==> src/rtl/dm_arbiter_if.sv <==
// dm_arbiter_if: request/response channel between one master and the data-memory arbiter
interface dm_arbiter_if;
    logic        valid;
    logic        ready;
    logic        we;
    logic [1:0]  size;
    logic [31:0] addr;
    logic [31:0] wdata;
    logic        rvalid;
    logic [31:0] rdata;
    logic        err;

    modport master (output valid, we, size, addr, wdata, input ready, rvalid, rdata, err);
    modport slave  (input valid, we, size, addr, wdata, output ready, rvalid, rdata, err);
endinterface

==> src/rtl/dm_arbiter.sv <==
// dm_arbiter: two-master round-robin arbiter and one-access sequencer for the data memory
module dm_arbiter #(
    parameter int DM_WORDS = 1024,
    parameter bit M0_FIRST = 1'b1
) (
    input  logic        clk,
    input  logic        reset,
    dm_arbiter_if.slave m0,
    dm_arbiter_if.slave m1,
    output logic        dm_we_o,
    output logic [31:0] dm_addr_o,
    output logic [31:0] dm_wdata_o,
    output logic [1:0]  dm_wop_o,
    output logic [2:0]  dm_rop_o,
    input  logic [31:0] dm_rdata_i,
    output logic        busy_o
);
    localparam logic [32:0] LIMIT = 33'(DM_WORDS) * 33'd4;

    typedef enum logic [1:0] {IDLE, ACCESS, RESP} state_t;

    state_t      state_q;
    logic        ptr_q, id_q, we_q, err_q;
    logic [1:0]  op_q, rv_q;
    logic [31:0] addr_q, wdata_q, rdata_q;
    logic        gnt, go, req_we_d, req_err_d, v0, v1;
    logic [1:0]  req_size_d;
    logic [31:0] req_addr_d, req_wdata_d;

    // pick the winner (ptr_q breaks ties), raise its ready and judge its request
    always_comb begin
        gnt         = (m0.valid & m1.valid) ? ptr_q : m1.valid;
        go          = (state_q == IDLE) & ~reset & (m0.valid | m1.valid);
        m0.ready    = go & ~gnt;
        m1.ready    = go & gnt;
        req_we_d    = gnt ? m1.we    : m0.we;
        req_size_d  = gnt ? m1.size  : m0.size;
        req_addr_d  = gnt ? m1.addr  : m0.addr;
        req_wdata_d = gnt ? m1.wdata : m0.wdata;
        req_err_d   = (req_size_d == 2'd3)
                    | ((req_size_d == 2'd0) & (req_addr_d[1:0] != 2'd0))
                    | ((req_size_d == 2'd1) & req_addr_d[0])
                    | ({1'b0, req_addr_d} >= LIMIT);
    end

    // IDLE -> ACCESS -> RESP sequencer with holding and response registers
    always_ff @(posedge clk) begin
        if (reset) begin
            state_q <= IDLE;
            ptr_q   <= ~M0_FIRST;
            id_q    <= 1'b0;
            we_q    <= 1'b0;
            err_q   <= 1'b0;
            op_q    <= 2'd0;
            addr_q  <= '0;
            wdata_q <= '0;
            rdata_q <= '0;
            rv_q    <= 2'b00;
        end else begin
            case (state_q)
                IDLE: if (go) begin
                    id_q    <= gnt;
                    we_q    <= req_we_d;
                    err_q   <= req_err_d;
                    op_q    <= (req_size_d == 2'd3) ? 2'd0 : req_size_d;
                    addr_q  <= req_addr_d;
                    wdata_q <= req_wdata_d;
                    ptr_q   <= ~gnt;
                    state_q <= ACCESS;
                end
                ACCESS: begin
                    rdata_q <= (we_q | err_q) ? 32'd0 : dm_rdata_i;
                    rv_q    <= id_q ? 2'b10 : 2'b01;
                    state_q <= RESP;
                end
                RESP: begin
                    rv_q    <= 2'b00;
                    state_q <= IDLE;
                end
                default: state_q <= IDLE;
            endcase
        end
    end

    // memory strobes and per-master responses; reset gates anything still in flight
    always_comb begin
        dm_we_o    = (state_q == ACCESS) & we_q & ~err_q & ~reset;
        dm_addr_o  = addr_q;
        dm_wdata_o = wdata_q;
        dm_wop_o   = op_q;
        dm_rop_o   = {1'b0, op_q};
        busy_o     = state_q != IDLE;
        v0         = rv_q[0] & ~reset;
        v1         = rv_q[1] & ~reset;
        m0.rvalid  = v0;
        m0.err     = v0 & err_q;
        m0.rdata   = v0 ? rdata_q : 32'd0;
        m1.rvalid  = v1;
        m1.err     = v1 & err_q;
        m1.rdata   = v1 ? rdata_q : 32'd0;
    end
endmodule
==> src/flat_wrapper.sv <==
// flat-port wrapper written by rule: the top's interface ports become plain ports
module dm_arbiter_flat 
#(
    parameter int DM_WORDS = 1024,
    parameter bit M0_FIRST = 1'b1
)
  (clk, reset, dm_we_o, dm_addr_o, dm_wdata_o, dm_wop_o, dm_rop_o, dm_rdata_i, busy_o, m0_valid, m0_we, m0_size, m0_addr, m0_wdata, m0_ready, m0_rvalid, m0_rdata, m0_err, m1_valid, m1_we, m1_size, m1_addr, m1_wdata, m1_ready, m1_rvalid, m1_rdata, m1_err);
  dm_arbiter_if m0_i ();
  dm_arbiter_if m1_i ();
  input  logic clk;
  input  logic reset;
  output logic dm_we_o;
  output logic [31:0] dm_addr_o;
  output logic [31:0] dm_wdata_o;
  output logic [1:0] dm_wop_o;
  output logic [2:0] dm_rop_o;
  input  logic [31:0] dm_rdata_i;
  output logic busy_o;
  input wire logic [$bits(m0_i.valid)-1:0] m0_valid;
  input wire logic [$bits(m0_i.we)-1:0] m0_we;
  input wire logic [$bits(m0_i.size)-1:0] m0_size;
  input wire logic [$bits(m0_i.addr)-1:0] m0_addr;
  input wire logic [$bits(m0_i.wdata)-1:0] m0_wdata;
  output wire logic [$bits(m0_i.ready)-1:0] m0_ready;
  output wire logic [$bits(m0_i.rvalid)-1:0] m0_rvalid;
  output wire logic [$bits(m0_i.rdata)-1:0] m0_rdata;
  output wire logic [$bits(m0_i.err)-1:0] m0_err;
  input wire logic [$bits(m1_i.valid)-1:0] m1_valid;
  input wire logic [$bits(m1_i.we)-1:0] m1_we;
  input wire logic [$bits(m1_i.size)-1:0] m1_size;
  input wire logic [$bits(m1_i.addr)-1:0] m1_addr;
  input wire logic [$bits(m1_i.wdata)-1:0] m1_wdata;
  output wire logic [$bits(m1_i.ready)-1:0] m1_ready;
  output wire logic [$bits(m1_i.rvalid)-1:0] m1_rvalid;
  output wire logic [$bits(m1_i.rdata)-1:0] m1_rdata;
  output wire logic [$bits(m1_i.err)-1:0] m1_err;
  assign m0_i.valid = m0_valid;
  assign m0_i.we = m0_we;
  assign m0_i.size = m0_size;
  assign m0_i.addr = m0_addr;
  assign m0_i.wdata = m0_wdata;
  assign m0_ready = m0_i.ready;
  assign m0_rvalid = m0_i.rvalid;
  assign m0_rdata = m0_i.rdata;
  assign m0_err = m0_i.err;
  assign m1_i.valid = m1_valid;
  assign m1_i.we = m1_we;
  assign m1_i.size = m1_size;
  assign m1_i.addr = m1_addr;
  assign m1_i.wdata = m1_wdata;
  assign m1_ready = m1_i.ready;
  assign m1_rvalid = m1_i.rvalid;
  assign m1_rdata = m1_i.rdata;
  assign m1_err = m1_i.err;
  dm_arbiter #(.DM_WORDS(DM_WORDS), .M0_FIRST(M0_FIRST)) u_core (.clk(clk), .reset(reset), .m0(m0_i), .m1(m1_i), .dm_we_o(dm_we_o), .dm_addr_o(dm_addr_o), .dm_wdata_o(dm_wdata_o), .dm_wop_o(dm_wop_o), .dm_rop_o(dm_rop_o), .dm_rdata_i(dm_rdata_i), .busy_o(busy_o));
endmodule
==> config.mk <==
export PLATFORM = sky130hd
export DESIGN_NAME = dm_arbiter_flat
export DESIGN_NICKNAME = d
export VERILOG_FILES = /design/src/rtl/dm_arbiter_if.sv /design/src/rtl/dm_arbiter.sv /design/src/flat_wrapper.sv
export SDC_FILE = /design/constraint.sdc
export NUM_CORES = 1
export LEC_CHECK = 0
export ABC_AREA = 1
export BUFFER_PORTS_ARGS = -buffer_cell sky130_fd_sc_hd__buf_2
export CORE_MARGIN = 4
export CORE_UTILIZATION = 39
export CTS_CLUSTER_SIZE = 40
export DETAILED_ROUTE_END_ITERATION = 16
export GPL_TIMING_DRIVEN = 0
export PLACE_DENSITY = 0.76
export SYNTH_ARGS = -nofsm -noshare
export SYNTH_HDL_FRONTEND = slang
export SYNTH_SLANG_ARGS = --single-unit
==> constraint.sdc <==
create_clock -name clk -period 1.4 [get_ports clk]
set_input_delay 0.14 -clock clk [delete_from_list [all_inputs] [get_ports clk]]
set_output_delay 0.14 -clock clk [all_outputs]
set_load 0.02 [all_outputs]
==> results.py, run 1 <==
metrics = {
    "setup_path": {
        "r2r_cells": 10,
        "setup.worst_path.start_class": "register",
        "slowest_delay_ns": 0.34,
        "r2r-start": "u_core.state_q[1]",
        "crit_start": "u_core.state_q[1]",
        "crit_slowest_cell": "dfxtp_2",
        "crit_fanout": 3,
        "critPathArrivalTime_ns": 1.47,
        "critical_path_depth": 7,
        "path_cells": "inv_4, ha_4, nand2_8, buf_12, nor2_8, buf_6, buf_6",
        "r2r_setup_slack_ns": -0.19,
        "cp_num_buf_inv": 4,
        "worstSetupPathType": "reg -> out",
        "endpoint_kind": "output pin",
        "path_common_cell": "buf_6",
        "worstPathRequired_ns": 1.26,
        "crit_family": "buffers and inverters",
        "crit_path_end": "m1_ready",
        "r2r-end": "u_core.dm_addr_o[12]",
    },
    "sta": {
        "holdWs_ns": 0.0448,
        "finalCritPeriodShare": 1.15,
        "setup_viol": 85,
        "rsz0062_at_grt": "true",
        "slew_headroom": 0.543,
        "clock_skew_ns": 0.00714,
        "setup_slack_ns": -0.213,
        "layout_min_cycle_time_ns": 1.61,
        "tightest_slew_ns": 0.685,
        "slew_viol_final": 0,
        "final_hold_viol_count": 0,
        "max_freq_mhz": 620,
    },
    "layout": {
        "antennaDiodeCount": 0,
        "final_util": 0.697,
        "layout-drive-gt1-share": 0.466,
        "fillers": 1040,
        "mostFrequentLayoutCell": "buf_2",
        "num-nets-final": 1255,
        "synthToLayoutAreaGrowth_pct": 72.9,
        "final_cell_mix": "buf_2, nand2_1, dfxtp_1, buf_4, a31oi_1",
    },
    "yosys": {
        "syn_avg_cell_area_um2": 6.82,
        "synth_top_area_share": 0.435,
        "seq_area_frac_synth": 0.435,
        "synth-seq-cells": 106,
        "synth_area_um2": 4880,
        "synth_cells": 716,
        "ys_warn_count": 0,
        "ys_types": 24,
        "synth_top_area_cell": "dfxtp_1",
        "syn-num-nets": 890,
        "synthTopCellsByArea": "dfxtp_1, nand2_1, a31oi_1, o21ai_0, nor2_1",
    },
    "place": {
        "port_buffers": 309,
        "dp_hpwl_um": 14200,
        "place_ws_ns": -0.446,
        "place.gp.congestion": 0.871,
    },
    "grt": {
        "grt_pass1_vias": 5769,
        "grt_pass1_wl_um": 29000,
        "antenna_found_initial": 1,
        "track_usage": 0.251,
        "grt_max_degree": 16,
        "globalRouteOverflowTotal": 0,
    },
    "die": {
        "start_util": 0.403,
        "die_h_um": 120,
        "io_pins": 311,
        "die_w_um": 120,
        "fp-row-count": 40,
        "fp.dieArea_um2": 14400,
        "core_um2": 12100,
    },
    "detailed_routing": {
        "drc": 0,
        "drtIter0Drc": 333,
        "wl_per_cell_um": 16.5,
        "firstDrtPassIters": 5,
        "vias": 6277,
        "wl_um": 20600,
        "route.antenna.remaining_nets": 0,
        "vias_per_cell": 5.01,
    },
    "power_and_ir_drop": {
        "p_per_area_nw_per_um2": 1310,
        "leakagePower_nw": 4.08,
        "peakVddDrop_mv": 0.666,
        "power_mw": 11.1,
    },
    "clock_tree": {
        "cts.sinks": 106,
        "cts_max_level": 3,
        "path_clk_slew_ns": 0.07,
        "cts-root-buf": "clkbuf_16",
        "worstSkewPairLatency_ns": 0.34,
        "holdBufCountCts": 0,
        "cts-buffers-inserted": 9,
        "cts.path.max_buffers": 2,
        "tritoncts": "yes",
    },
    "flow_run": {
        "maxCapViolations": 0,
    },
    "status": {
        "violations": "setup timing",
        "status": "finished, violations left",
    },
    "hold_path": {
        "hp-class": "in -> reg",
    },
}
-- worst register-to-register path: cells and delay by family, from the launching register on --
family | cells | cell delay, ns
and+or+nand+nor | 2 | 0.19
DFF | 1 | 0.34
AOI/OAI and AO/OA | 2 | 0.22
adders and majority gates | 1 | 0.18
buffers and inverters | 5 | 0.59
-- flip-flops by register name, indices dropped and copies added, names as in the netlist --
name and flops:
u_core.ptr_q 1, u_core.dm_addr_o 32, u_core.rv_q 2, u_core.dm_wop_o 2
u_core.rdata_q 32, u_core.dm_wdata_o 32, u_core.state_q 2, u_core.id_q 1
u_core.we_q 1, u_core.err_q 1
-- metrics by stage --
step	area (um^2)	TNS [ns]	cells
4_1_cts	7530	-13.13	1233
2_1_floorplan	4900	-0.0304	716
6_report	8440	-7.99	1253
3_5_place_dp	6650	-28.34	1193
5_1_grt	8440	-15.79	1253
3_3_place_gp	6650	-25.03	1193
-- power by group --
group / leakage [nW] / internal (mW) / switching, mW
combinational: 3.06 / 1.99 / 2.54
sequential: 0.874 / 3.58 / 0.362
clock: 0.147 / 1.56 / 1.07
-- metal layers --
layer | global-route usage | part of all wire
met1 | 0.299 | 0.39
met2 | 0.450 | 0.51
met3 | 0.0566 | 0.077
met4 | 0.0730 | 0.025
met5 | 0 | 0.00034
-- Yosys cell counts --
master	instances
nand2_1	216
buf_4	7
inv_1	44
clkbuf_1	29
o21ai_0	66
dfxtp_1	106
conb_1	1
nor2_8	2
o21ai_1	2
nand3_1	26
nand2_4	1
buf_2	18
nor3_1	1
o32ai_1	1
a31o_2	1
a21oi_1	37
buf_1	1
nor2_2	1
a31oi_1	62
ha_1	4
nor2_1	83
inv_2	4
nand3b_1	2
o31ai_1	1
-- worst min-delay path by stage --
stage | from | endpoint | slack (ns) | depth (start not counted)
detailed placement | dm_rdata_i[17] | u_core.rdata_q[17] | 0.39 | 3
global route | dm_rdata_i[10] | u_core.rdata_q[10] | 0.04 | 3
finish | dm_rdata_i[11] | u_core.rdata_q[11] | 0.04 | 3
global placement | dm_rdata_i[16] | u_core.rdata_q[16] | 0.39 | 3
CTS | dm_rdata_i[17] | u_core.rdata_q[17] | 0.03 | 3
floorplan | dm_rdata_i[26] | u_core.rdata_q[26] | 0.28 | 2
-- logic make-up (layout without fill, tap and decap cells) --
family,Yosys count,count (layout),synth area share
buffers and inverters,103,472,0.0892
flip-flops,106,106,0.435
adder cells (fa/ha/maj),4,4,0.0103
AO/OA/AOI/OAI,170,170,0.192
AND/OR/NAND/NOR,332,332,0.273
other,1,1,0.000768
-- repair_timing --
item / CTS / global route
pin swaps: 7 / 24
setup buffers: 18 / 11
setup endpoints to repair: 168 / 146
hold endpoints to repair: 0 / 0
cloned: 7 / 12
resized for setup: 134 / 228
-- layout make-up --
class / count / area (um^2) / share of cell area
Timing Repair Buffer: 353 / 2360 / 0.279
Inverter: 48 / 201 / 0.0239
Buffer: 55 / 537 / 0.0636
Multi-Input combinational cell: 507 / 2690 / 0.318
Clock buffer: 12 / 236 / 0.0280
Sequential cell: 106 / 2130 / 0.253
Timing Repair inverter: 1 / 11.3 / 0.00133
Tap cell: 168 / 210 / 0.0249
Clock inverter: 3 / 65.1 / 0.00771
No activity file was read; power rests on OpenSTA's default activity.
==> inputs of run 2 (changes only) <==
- CORE_AREA: default -> 2 2 122 124
- CORE_MARGIN: 4 -> default
- CORE_UTILIZATION: 39 -> default
- DIE_AREA: default -> 0 0 124 126
- PLACE_DENSITY: 0.76 -> 0.68
==> run 2 against run 1 <==
Net effect:
- the flow still finishes with violations (setup timing)
- critical path depth did not move
- setup slack got worse by 0.010 ns
- sequential cell count is the same
==> results.py, run 2 (same netlist as run 1, synthesis figures left out) <==
metrics = {
    "sta": {
        "holdWs_ns": 0.0287,
        "clock_skew_ns": 0.00679,
        "rsz0062_at_grt": "true",
        "finalCritPeriodShare": 1.16,
        "fin_tns_setup_ns": -9.27,
        "setup_viol": 105,
        "final_hold_viol_count": 0,
        "slew_headroom": 0.603,
        "setup_slack_ns": -0.223,
        "layout_min_cycle_time_ns": 1.62,
        "max_freq_mhz": 616,
        "slew_viol_final": 0,
        "tightest_slew_ns": 0.596,
    },
    "die": {
        "fp.dieArea_um2": 15600,
        "start_util": 0.341,
        "die_w_um": 124,
        "die_h_um": 126,
        "fp-row-count": 44,
        "core_um2": 14300,
        "io_pins": 311,
    },
    "setup_path": {
        "crit_fanout": 3,
        "path_common_cell": "buf_6",
        "endpoint_kind": "output pin",
        "setup.worst_path.start_class": "register",
        "crit_slowest_cell": "dfxtp_4",
        "path_cells": "inv_4, ha_4, nand2_8, buf_12, nor2_8, buf_6, buf_6",
        "slowest_delay_ns": 0.37,
        "worstPathRequired_ns": 1.26,
        "critPathArrivalTime_ns": 1.48,
        "worstSetupPathType": "reg -> out",
    },
    "power_and_ir_drop": {
        "swShare": 0.364,
        "pwr-share-comb": 0.388,
        "pwr-share-seq": 0.374,
        "leakagePower_nw": 3.89,
        "power_frac_clock": 0.239,
        "p_sw_mw": 3.77,
        "p_per_area_nw_per_um2": 1330,
        "power_mw": 10.4,
        "peakVddDrop_mv": 0.608,
        "intPower_mw": 6.60,
    },
    "place": {
        "dp_hpwl_um": 13700,
        "port_buffers": 309,
        "place_inst": 1209,
        "place.gp.congestion": 0.831,
    },
    "clock_tree": {
        "holdBufCountCts": 0,
        "cts-root-buf": "clkbuf_16",
        "cts.path.max_buffers": 2,
        "worstSkewPairLatency_ns": 0.35,
        "cts.sinks": 106,
        "cts_max_level": 3,
        "cts-buffers-inserted": 9,
        "path_clk_slew_ns": 0.07,
        "tritoncts": "yes",
    },
    "grt": {
        "track_usage": 0.233,
        "antenna_found_initial": 2,
        "met3_usage": 0.0512,
        "met2_usage": 0.406,
        "top_usage_layer": "met2",
        "met1_usage": 0.276,
        "grt_max_degree": 17,
        "globalRouteOverflowTotal": 0,
        "grt_pass1_wl_um": 28300,
        "grt_pass1_vias": 5679,
    },
    "layout": {
        "antennaDiodeCount": 0,
        "num-nets-final": 1236,
        "mostFrequentLayoutCell": "buf_2",
        "stdcell_count": 1251,
        "synthToLayoutAreaGrowth_pct": 59.8,
        "layout-drive-gt1-share": 0.404,
        "fillers": 1434,
        "final_cell_mix": "buf_2, nand2_1, dfxtp_1, nor2_1, a31oi_1",
        "final_util": 0.545,
    },
    "flow_run": {
        "maxCapViolations": 0,
    },
    "detailed_routing": {
        "route.antenna.remaining_nets": 0,
        "vias": 6059,
        "vias_per_cell": 4.84,
        "drc": 0,
        "drtIter0Drc": 322,
        "wl_um": 18900,
        "firstDrtPassIters": 4,
        "wl_per_cell_um": 15.1,
    },
    "hold_path": {
        "hp-class": "in -> reg",
    },
    "status": {
        "violations": "setup timing",
        "status": "finished, violations left",
    },
}
run 2: cell count changes in the layout (fill, tap and decap cells not counted), sizes merged:
cell      change
clkbuf        -4
buf          -16
bufinv        -2
bufbuf        +3
clkinvlp      +2
inv           -1
run 2: metal layers:
metal  vias to the layer above  wire (um)
li1                       3037          -
met1                      2699       7670
met2                       284       9160
met3                        37       1550
met4                         2        467
met5                         -         11
run 2: through the flow:
step	worst slack [ns]	instance area, um^2
2_1_floorplan	-0.0304	4900
3_3_place_gp	-0.441	6670
3_5_place_dp	-0.444	6670
4_1_cts	-0.229	7770
5_1_grt	-0.272	7800
6_report	-0.223	7800
run 2: final cells by class:
class                   count  area, um^2  area share
multi-input cells         507        2450       0.314
plain buffers              55         529      0.0679
inverters                  48         198      0.0254
well taps                 184         230      0.0295
clock buffers              13         260      0.0334
flip-flops and latches    106        2130       0.273
repair buffers            335        1980       0.253
clock inverters             3        23.8     0.00305
run 2: power groups by stage:
stage	logic (mW)	clock network (mW)	registers [mW]
6_report	4.02	2.48	3.88
3_3_place_gp	3.12	0	3.89
5_1_grt	4.38	2.67	3.94
3_5_place_dp	3.13	0	3.90
2_1_floorplan	1.65	0	4.20
4_1_cts	4.00	2.54	3.86
run 2: path summary, 6_finish.rpt:
| check | from | to | slack (ns) | cells after the start |
|---|---|---|---|---|
| hold / removal | dm_rdata_i[31] | u_core.rdata_q[31] | 0.03 | 3 |
| setup reg to reg | u_core.state_q[0] | u_core.dm_wdata_o[12] | -0.16 | 9 |
| hold reg to reg | u_core.ptr_q | u_core.ptr_q | 0.46 | 2 |
| setup / recovery | u_core.state_q[0] | m1_ready | -0.22 | 7 |
run 2: critical path, delay by kind of cell (launching register included):
| family | cells | cell delay, ns |
|---|---|---|
| fa+ha+maj | 1 | 0.17 |
| simple gates | 2 | 0.15 |
| flops | 1 | 0.37 |
| buf+inv | 4 | 0.45 |
run 2: timing repair:
action | 4_1_cts | 5_1_grt
pin swaps | 15 | 6
cloned | 8 | 0
buffers inserted | 18 | 2
endpoints found under the setup margin | 174 | 154
gates resized for setup | 166 | 31
==> inputs of run 3 (changes only) <==
==> constraint.sdc (replaced) <==
create_clock -name clk -period 1.4 [get_ports clk]
set_input_delay 0 -clock clk [delete_from_list [all_inputs] [get_ports clk]]
set_output_delay 0 -clock clk [all_outputs]
set_load 0.02 [all_outputs]
==> run 3 against run 2 <==
Net effect:
- the flow still finishes with violations (setup timing)
- maximum frequency grew 5.9%
- first-iteration DRC count grew 24%
- clock power grew 3%
- clock skew grew 0.00063 ns
- sequential share of layout area shrank 3.9 points
- worst hold slack is essentially flat
- register-to-register slack gained 0.03 ns
- wire length grew 14%
- setup slack gained 0.091 ns
- sequential cell count is the same
- global-route usage grew 2.3 points
- critical endpoint is now u_core.dm_wdata_o[31]
==> results.py, run 3 (same netlist as run 1, synthesis figures left out) <==
metrics = {
    "sta": {
        "final_hold_viol_count": 0,
        "finalCritPeriodShare": 1.09,
        "slew_viol_final": 0,
        "rsz0062_at_grt": "true",
        "setup_slack_ns": -0.133,
        "max_freq_mhz": 652,
        "setup_viol": 69,
        "tightest_slew_ns": 0.574,
        "holdWs_ns": 0.0291,
        "clock_skew_ns": 0.00742,
        "layout_min_cycle_time_ns": 1.53,
        "slew_headroom": 0.617,
    },
    "grt": {
        "track_usage": 0.256,
        "grt_pass1_vias": 6485,
        "globalRouteOverflowTotal": 0,
        "antenna_found_initial": 0,
        "grt_pass1_wl_um": 31500,
        "grt_max_degree": 16,
    },
    "setup_path": {
        "worstPathRequired_ns": 1.66,
        "crit_fanout": 7,
        "worstSetupPathType": "reg -> reg",
        "endpoint_kind": "register",
        "critPathArrivalTime_ns": 1.79,
        "setup.worst_path.start_class": "register",
        "r2r_setup_slack_ns": -0.13,
    },
    "layout": {
        "layout-drive-gt1-share": 0.347,
        "synthToLayoutAreaGrowth_pct": 86.5,
        "fillers": 1183,
        "final_area_um2": 9100,
        "final_cell_mix": "buf_2, nand2_1, dlygate4sd3_1, dfxtp_1, nor2_1",
        "antennaDiodeCount": 0,
        "mostFrequentLayoutCell": "buf_2",
        "num-nets-final": 1392,
    },
    "detailed_routing": {
        "drc": 0,
        "firstDrtPassIters": 5,
        "route.antenna.remaining_nets": 0,
        "wl_um": 21400,
        "drtIter0Drc": 400,
        "wl_per_cell_um": 15.2,
        "vias": 6795,
        "vias_per_cell": 4.83,
    },
    "place": {
        "port_buffers": 309,
        "place.gp.congestion": 0.878,
        "placed_area_um2": 6670,
        "dp_hpwl_um": 13300,
    },
    "die": {
        "io_pins": 311,
        "fp.dieArea_um2": 15600,
        "die_w_um": 124,
        "fp-row-count": 44,
        "start_util": 0.341,
        "core_um2": 14300,
        "die_h_um": 126,
    },
    "power_and_ir_drop": {
        "peakVddDrop_mv": 0.832,
        "leakagePower_nw": 4.46,
        "p_per_area_nw_per_um2": 1160,
    },
    "clock_tree": {
        "cts-buffers-inserted": 9,
        "path_clk_slew_ns": 0.07,
        "worstSkewPairLatency_ns": 0.34,
        "tritoncts": "yes",
        "cts-root-buf": "clkbuf_16",
        "cts.path.max_buffers": 2,
        "cts_max_level": 3,
        "cts.sinks": 106,
    },
    "flow_run": {
        "maxCapViolations": 0,
    },
    "status": {
        "violations": "setup timing",
        "status": "finished, violations left",
    },
    "hold_path": {
        "hp-class": "in -> reg",
    },
}
## run 3: changes by cell type in the layout (fill, tap and decap cells not counted), sizes merged, moves of 2 or more
cell / previous run / this run
buf: 363 / 365
bufbuf: 3 / 0
clkbuf: 37 / 35
dlygate4sd3: 0 / 159
## run 3: per-layer routing
metal  wire [um]  part of all wire  up-vias  track usage
met5           0                 0        -            0
met4         871             0.041        0        0.126
met3        1560             0.073       80       0.0589
met2       10400              0.49      359        0.450
met1        8530              0.40     3012        0.288
li1            -                 -     3344            -
## run 3: what timing repair did
item                       4_1_cts  5_1_grt
setup endpoints to repair      165      116
buffers inserted                15        4
hold endpoints to repair        97        0
gates resized for setup         94       50
cloned                           3        1
hold buffers                   159        0
pin swaps                        6        9
## run 3: area by class of cell
cell class | count | area [um^2] | area share
clock buffer | 13 | 250 | 0.0275
buffer | 55 | 448 | 0.0492
tap | 184 | 230 | 0.0253
clock inverter | 2 | 37.5 | 0.00412
sequential | 106 | 2130 | 0.234
timing repair buffer | 491 | 3360 | 0.370
multi-input combinational | 507 | 2450 | 0.269
inverter | 48 | 195 | 0.0214
## run 3: report_power, final
part / internal (mW) / switching, mW / leakage (nW)
sequential: 3.57 / 0.315 / 0.873
clock: 1.43 / 1.11 / 0.136
combinational: 1.76 / 2.35 / 3.45
total: 6.76 / 3.78 / 4.46
## run 3: per-stage QoR
step           worst slack, ns  setup TNS [ns]   util  power [mW]  cells
6_report                -0.133           -2.83  0.636        10.5   1406
5_1_grt                 -0.178           -8.31  0.636        11.1   1406
4_1_cts                 -0.100           -3.01  0.626        10.4   1401
3_5_place_dp            -0.335          -23.22  0.466        7.00   1209
3_3_place_gp            -0.304          -21.58  0.466        6.98   1209
2_1_floorplan         -0.00403        -0.00403      -        5.85    716
## run 3: worst max-delay path, stage by stage, from the launching register on
cell and delay, ns:
dfxtp_4 0.37, inv_4 0.06, ha_4 0.16, nand2_8 0.08, nor2_8 0.12, nand2_4 0.07
inv_4 0.07, buf_8 0.12, buf_6 0.12, nand2_1 0.09, a31oi_2 0.18
## run 3: worst paths after layout
check / startpoint / end / cells after the start
worst max register to register: u_core.state_q[0] / u_core.dm_wdata_o[31] / 10
worst min-delay path: m1_size[0] / u_core.dm_wop_o[1] / 4
worst min register to register: u_core.ptr_q / u_core.ptr_q / 2
worst max-delay path: u_core.state_q[0] / u_core.dm_wdata_o[31] / 10
